--- config.mk ---
export PLATFORM = sky130hd
export DESIGN_NAME = animated_sprite_bitmap
export DESIGN_NICKNAME = d
export VERILOG_FILES = /design/src/rtl/sprite_pkg.sv /design/src/rtl/sprite_rom.sv /design/src/rtl/animated_sprite_bitmap.sv
export SDC_FILE = /design/constraint.sdc
export NUM_CORES = 1
export LEC_CHECK = 0
export CORE_ASPECT_RATIO = 1.5
export CORE_MARGIN = 8
export CORE_UTILIZATION = 48
export CTS_BUF_LIST = sky130_fd_sc_hd__clkbuf_4 sky130_fd_sc_hd__clkbuf_8
export DETAILED_ROUTE_END_ITERATION = 8
export GPL_TIMING_DRIVEN = 0
export MAX_ROUTING_LAYER = met4
export PLACE_DENSITY_LB_ADDON = 0.25
export SETUP_SLACK_MARGIN = 0.1
export SYNTH_ARGS = -nofsm -noshare
export SYNTH_HDL_FRONTEND = slang
export SYNTH_SLANG_ARGS = --single-unit
--- constraint.sdc ---
create_clock -name clk -period 2.6 [get_ports clk]
set_input_delay 0.78 -clock clk [delete_from_list [all_inputs] [get_ports clk]]
set_output_delay 0.78 -clock clk [all_outputs]
set_load 0.01 [all_outputs]
--- src/rtl/sprite_pkg.sv ---
// Shared types and constants for the animated sprite: the life-cycle state
// encoding and the default "do not draw" colour.
package sprite_pkg;

    typedef enum logic [1:0] {
        ALIVE     = 2'd0,
        EXPLODING = 2'd1,
        DEAD      = 2'd2
    } sprite_state_t;

    localparam logic [7:0] TRANSPARENT_DEFAULT = 8'hFF;

endpackage

--- src/rtl/sprite_rom.sv ---
// Combinational sprite image store: images 0..NUM_FRAMES-1 are animation
// frames, image NUM_FRAMES is the explosion.
module sprite_rom
    import sprite_pkg::*;
#(
    parameter int unsigned OBJECT_WIDTH_X       = 26,
    parameter int unsigned OBJECT_HEIGHT_Y      = 26,
    parameter int unsigned NUM_FRAMES           = 2,
    parameter logic [7:0]  TRANSPARENT_ENCODING = TRANSPARENT_DEFAULT,
    localparam int unsigned IMG_W               = $clog2(NUM_FRAMES + 1)
) (
    input  logic [IMG_W-1:0] img,
    input  logic [10:0]      row,
    input  logic [10:0]      col,
    output logic [7:0]       colour_c
);

    // Procedurally generated art: animation frames have a transparent top row
    // and left column; the explosion image is fully opaque.
    always_comb begin
        colour_c = TRANSPARENT_ENCODING;
        if (row < 11'(OBJECT_HEIGHT_Y) && col < 11'(OBJECT_WIDTH_X)) begin
            if (img == IMG_W'(NUM_FRAMES)) begin
                colour_c = {4'hC, row[3:0] ^ col[3:0]};
            end else if (row != 11'd0 && col != 11'd0) begin
                colour_c = {1'b0, 3'(img), 4'(row[3:0] + col[3:0])};
            end
        end
    end

endmodule

--- src/rtl/animated_sprite_bitmap.sv ---
// Animated sprite pixel source with an ALIVE -> EXPLODING -> DEAD life cycle
// driven by video-frame pulses, collision hits and revive requests.
module animated_sprite_bitmap
    import sprite_pkg::*;
#(
    parameter int unsigned OBJECT_WIDTH_X       = 26,
    parameter int unsigned OBJECT_HEIGHT_Y      = 26,
    parameter int unsigned NUM_FRAMES           = 2,
    parameter int unsigned SCALE_SHIFT          = 1,
    parameter int unsigned FRAME_PERIOD         = 16,
    parameter int unsigned EXPLODE_FRAMES       = 24,
    parameter logic [7:0]  TRANSPARENT_ENCODING = TRANSPARENT_DEFAULT
) (
    input  logic        clk,
    input  logic        resetN,
    input  logic [10:0] offsetX,
    input  logic [10:0] offsetY,
    input  logic        InsideRectangle,
    input  logic        startOfFrame,
    input  logic        hit,
    input  logic        revive,
    output logic        drawingRequest,
    output logic [7:0]  RGBout,
    output logic        exploding,
    output logic        dead
);

    localparam int unsigned CNT_MAX = (FRAME_PERIOD > EXPLODE_FRAMES) ? FRAME_PERIOD : EXPLODE_FRAMES;
    localparam int unsigned CNT_W   = $clog2(CNT_MAX + 1);
    localparam int unsigned FI_W    = (NUM_FRAMES > 1) ? $clog2(NUM_FRAMES) : 1;
    localparam int unsigned IMG_W   = $clog2(NUM_FRAMES + 1);

    sprite_state_t    state_q, state_d;
    logic [FI_W-1:0]  frame_q, frame_d;
    logic [CNT_W-1:0] cnt_q, cnt_d;
    logic [7:0]       rgb_q, rgb_d;

    logic [10:0]      row_c, col_c;
    logic [IMG_W-1:0] img_c;
    logic [7:0]       rom_colour_c;

    assign row_c = offsetY >> SCALE_SHIFT;
    assign col_c = offsetX >> SCALE_SHIFT;
    assign img_c = (state_q == EXPLODING) ? IMG_W'(NUM_FRAMES) : IMG_W'(frame_q);

    sprite_rom #(
        .OBJECT_WIDTH_X       (OBJECT_WIDTH_X),
        .OBJECT_HEIGHT_Y      (OBJECT_HEIGHT_Y),
        .NUM_FRAMES           (NUM_FRAMES),
        .TRANSPARENT_ENCODING (TRANSPARENT_ENCODING)
    ) u_rom (
        .img      (img_c),
        .row      (row_c),
        .col      (col_c),
        .colour_c (rom_colour_c)
    );

    // Life-cycle and animation sequencing; revive overrides everything.
    always_comb begin
        state_d = state_q;
        frame_d = frame_q;
        cnt_d   = cnt_q;
        if (revive) begin
            state_d = ALIVE;
            frame_d = '0;
            cnt_d   = '0;
        end else begin
            case (state_q)
                ALIVE: begin
                    if (hit) begin
                        state_d = EXPLODING;
                        cnt_d   = '0;
                    end else if (startOfFrame) begin
                        if (cnt_q == CNT_W'(FRAME_PERIOD - 1)) begin
                            cnt_d   = '0;
                            frame_d = (frame_q == FI_W'(NUM_FRAMES - 1)) ? '0 : frame_q + FI_W'(1);
                        end else begin
                            cnt_d = cnt_q + CNT_W'(1);
                        end
                    end
                end
                EXPLODING: begin
                    if (startOfFrame) begin
                        if (cnt_q == CNT_W'(EXPLODE_FRAMES - 1)) begin
                            state_d = DEAD;
                            cnt_d   = '0;
                        end else begin
                            cnt_d = cnt_q + CNT_W'(1);
                        end
                    end
                end
                default: ;
            endcase
        end
    end

    // Pixel colour uses the current state, so a transition shows on the next pixel.
    always_comb begin
        rgb_d = TRANSPARENT_ENCODING;
        if (InsideRectangle && state_q != DEAD) begin
            rgb_d = rom_colour_c;
        end
    end

    always_ff @(posedge clk or negedge resetN) begin
        if (!resetN) begin
            state_q <= ALIVE;
            frame_q <= '0;
            cnt_q   <= '0;
            rgb_q   <= TRANSPARENT_ENCODING;
        end else begin
            state_q <= state_d;
            frame_q <= frame_d;
            cnt_q   <= cnt_d;
            rgb_q   <= rgb_d;
        end
    end

    assign RGBout         = rgb_q;
    assign drawingRequest = (rgb_q != TRANSPARENT_ENCODING);
    assign exploding      = (state_q == EXPLODING);
    assign dead           = (state_q == DEAD);

endmodule

==> reports/qor.csv <==
metric,value,unit
stdcell_area,0.00139,sq mm
critPathArrivalTime,1.67,ns
crit_type,flip-flop to output port,
routed_via_density,5.64,
synth-seq-cells,15,
fmaxAchievable,0.409,GHz
hp-class,flip-flop to flip-flop,
synth_top_family_by_area,simple AND/OR/NAND/NOR gates,
rows,20,
cts_tree,done,
synthMuxAreaShare,1.03,%
synth_xor_area_share,2.70,%
cts_made_buffers,3,
vdd_drop_max,0.343,mV
antenna_found_initial,0,
cp.required,1.82,ns
holdBufCountCts,0,
syn_avg_cell_area,9.36,sq um
worst_slew_pin_slew,0.672,ns
cts-root-buf,clkbuf_4,
cts_setup_buffers,0,
fp.coreArea,0.00198,sq mm
cap_violations,0,
insertion_delay,0.29,ns
finalMaxSlewViolations,0,
synthSimpleGateAreaFrac,24.9,%
switching_share,27.6,%
cts.clk_slew.worst_paths,0.10,ns
p_per_area,352,mW/mm^2
detail-route-antenna-nets,0,
wire_per_inst,15.9,um
die_y,71.2,um
synth_compound_area_share,18.3,%
fin_crit_sh,94.1,%
gp_congestion,0.856,
io_buffer_count,35,
ys_types,40,
cp_top_family,buffers and inverters,
mostFrequentLayoutCell,clkdlybuf4s50_1,
cts_buffer_depth,2,
die_area,0.00375,sq mm
start_kind,flip-flop,
critical-path-max-stage-delay,0.59,ns
leakagePower,0.000566,uW
area_growth,42.4,%
post-route-min-period,2.45,ns
grt_max_degree,16,
synthCells,104,
p_switching,135,uW
drt_pass1_iterations,4,
synth_fa_ha_area_share,9.77,%
cp_num_buf_inv,2,
io_pins,39,
rsz0062_at_grt,yes,
status,finished clean,
grt_util_all_layers,15.4,%
cts.htree.levels,1,
clock-sinks,15,
setup_viol,0,
diodes,0,
share_comb_of_total_power,21.6,%
grt_pass1_wl,4420,um
drc,0,
hpwl,2130,um
seq_area_frac_synth,39.5,%
initial_core_util,49.2,%
drt_iter0_markers,25,
drive_gt1_share,14.0,%
placement.cell_area,0.00135,sq mm
path_cells,nand2b_1 -> inv_1 -> clkdlybuf4s50_1,
internal_power,354,uW
critPathCaptureType,output port,
nNetsFinal,179,
fin_worst_skew,0.00333,ns
reg2reg_slack,0.88,ns
syn_area,973,sq um
cpMaxStageDelayCell,clkdlybuf4s50_1,
hold_viol,0,
slew-limit-headroom,55.0,%
vias,931,
synthesis.nets,139,
ys_warn_count,0,
clockPowerShare,28.4,%
grt_overflow,0,
critical_path.max_fanout,6,
power_frac_seq,50.1,%
final_cell_mix,"35 x clkdlybuf4s50_1, 11 x nor2_1, 7 x dfstp_2, 7 x o21ai_0, 7 x dfrtp_1",
routed_wl,2630,um
tns,0,ns
grt_pass1_vias,959,
die_w,52.8,um
==> per-layer routing <==
layer | GRT usage [%] | vias to the layer above | part of all wire (%)
li1 | - | 462 | -
met1 | 14.7 | 431 | 40
met2 | 27.7 | 34 | 52
met3 | 3.14 | 4 | 5.8
met4 | 6.94 | 0 | 1.8
met5 | - | - | 0
==> kinds of logic (layout without fill, tap and decap cells) <==
group           count (synthesis)  in the layout
xor+xnor                        3              3
buf+inv                         9             48
simple gates                   42             42
compound gates                 27             27
fa+ha+maj                       7              7
mux                             1              1
flops                          15             15
==> cell usage after synthesis (all sizes together) <==
master,count,area [sq um]
a21o,2,15.0
a21oi,4,20.0
a311oi,1,8.76
a31o,1,8.76
a31oi,2,12.5
a32o,1,10.0
and4,1,8.76
and4b,1,10.0
and4bb,1,16.3
buf,2,11.3
clkbuf,1,3.75
dfrtp,8,200
dfstp,7,184
fa,1,20.0
ha,6,75.1
inv,6,22.5
mux2i,1,10.0
nand2,5,18.8
nand2b,1,6.26
nand3,6,30.0
nand4,1,6.26
nor2,11,41.3
nor2b,3,18.8
nor3,5,25.0
nor4,3,25.0
o211a,1,10.0
o211ai,2,15.0
o21a,1,7.51
o21ai,10,53.8
o31ai,1,7.51
o41ai,1,8.76
or2,1,6.26
or4,3,30.0
xnor2,1,8.76
xor2,2,17.5
==> worst register-to-register path, cell delays in order, from the launching register on <==
cell     delay, ns
dfrtp_1       0.43
ha_1          0.26
nand3_1       0.12
inv_1         0.05
ha_1          0.20
nor3_1        0.19
nor2_1        0.08
o41ai_1       0.29
==> layout make-up <==
class	instances	area, sq um
fill	180	591
clock inverter	1	5.00
sequential	15	385
tap	22	27.5
buffer	3	15.0
multi-input combinational	80	558
timing repair buffer	35	350
clock buffer	3	22.5
inverter	6	22.5
==> per-stage QoR <==
| stage | util (%) | instances | hold slack, ns | total power (uW) | worst slack, ns |
|---|---|---|---|---|---|
| 2_1_floorplan | - | 104 | 0.476 | 292 | 0.468 |
| 5_1_grt | 70.1 | 165 | 0.586 | 515 | 0.0992 |
| 3_5_place_dp | 68.4 | 161 | 0.518 | 354 | -0.109 |
| 3_3_place_gp | 68.4 | 161 | 0.508 | 349 | -0.0585 |
| 4_1_cts | 69.7 | 165 | 0.540 | 487 | 0.136 |
| 6_report | 70.1 | 165 | 0.539 | 488 | 0.153 |
==> timing repair <==
action,in CTS,in global routing
setup endpoints to repair,0,2
gates resized for setup,0,2
hold endpoints to repair,0,0
==> sequential cells by signal (all words and copies together) (netlist names) <==
name,count
RGBout,7
cnt_q,5
state_q,2
frame_q,1
==> power groups by stage <==
stage          clock network, uW  logic (uW)  registers, uW
2_1_floorplan                  0        44.8            247
3_3_place_gp                   0         102            248
3_5_place_dp                   0         105            248
4_1_cts                      137         106            244
5_1_grt                      152         117            245
6_report                     139         105            244
==> final timing paths <==
| kind | from | cells after the start | endpoint |
|---|---|---|---|
| setup / recovery | state_q[1] | 3 | exploding |
| hold / removal | cnt_q[1] | 2 | cnt_q[1] |
| setup reg to reg | cnt_q[0] | 7 | cnt_q[3] |
| hold reg to reg | cnt_q[1] | 2 | cnt_q[1] |
| max in group asynchronous | resetN | 1 | state_q[0] |
| min in group asynchronous | resetN | 1 | frame_q |
No activity file was read; power rests on OpenSTA's default activity.
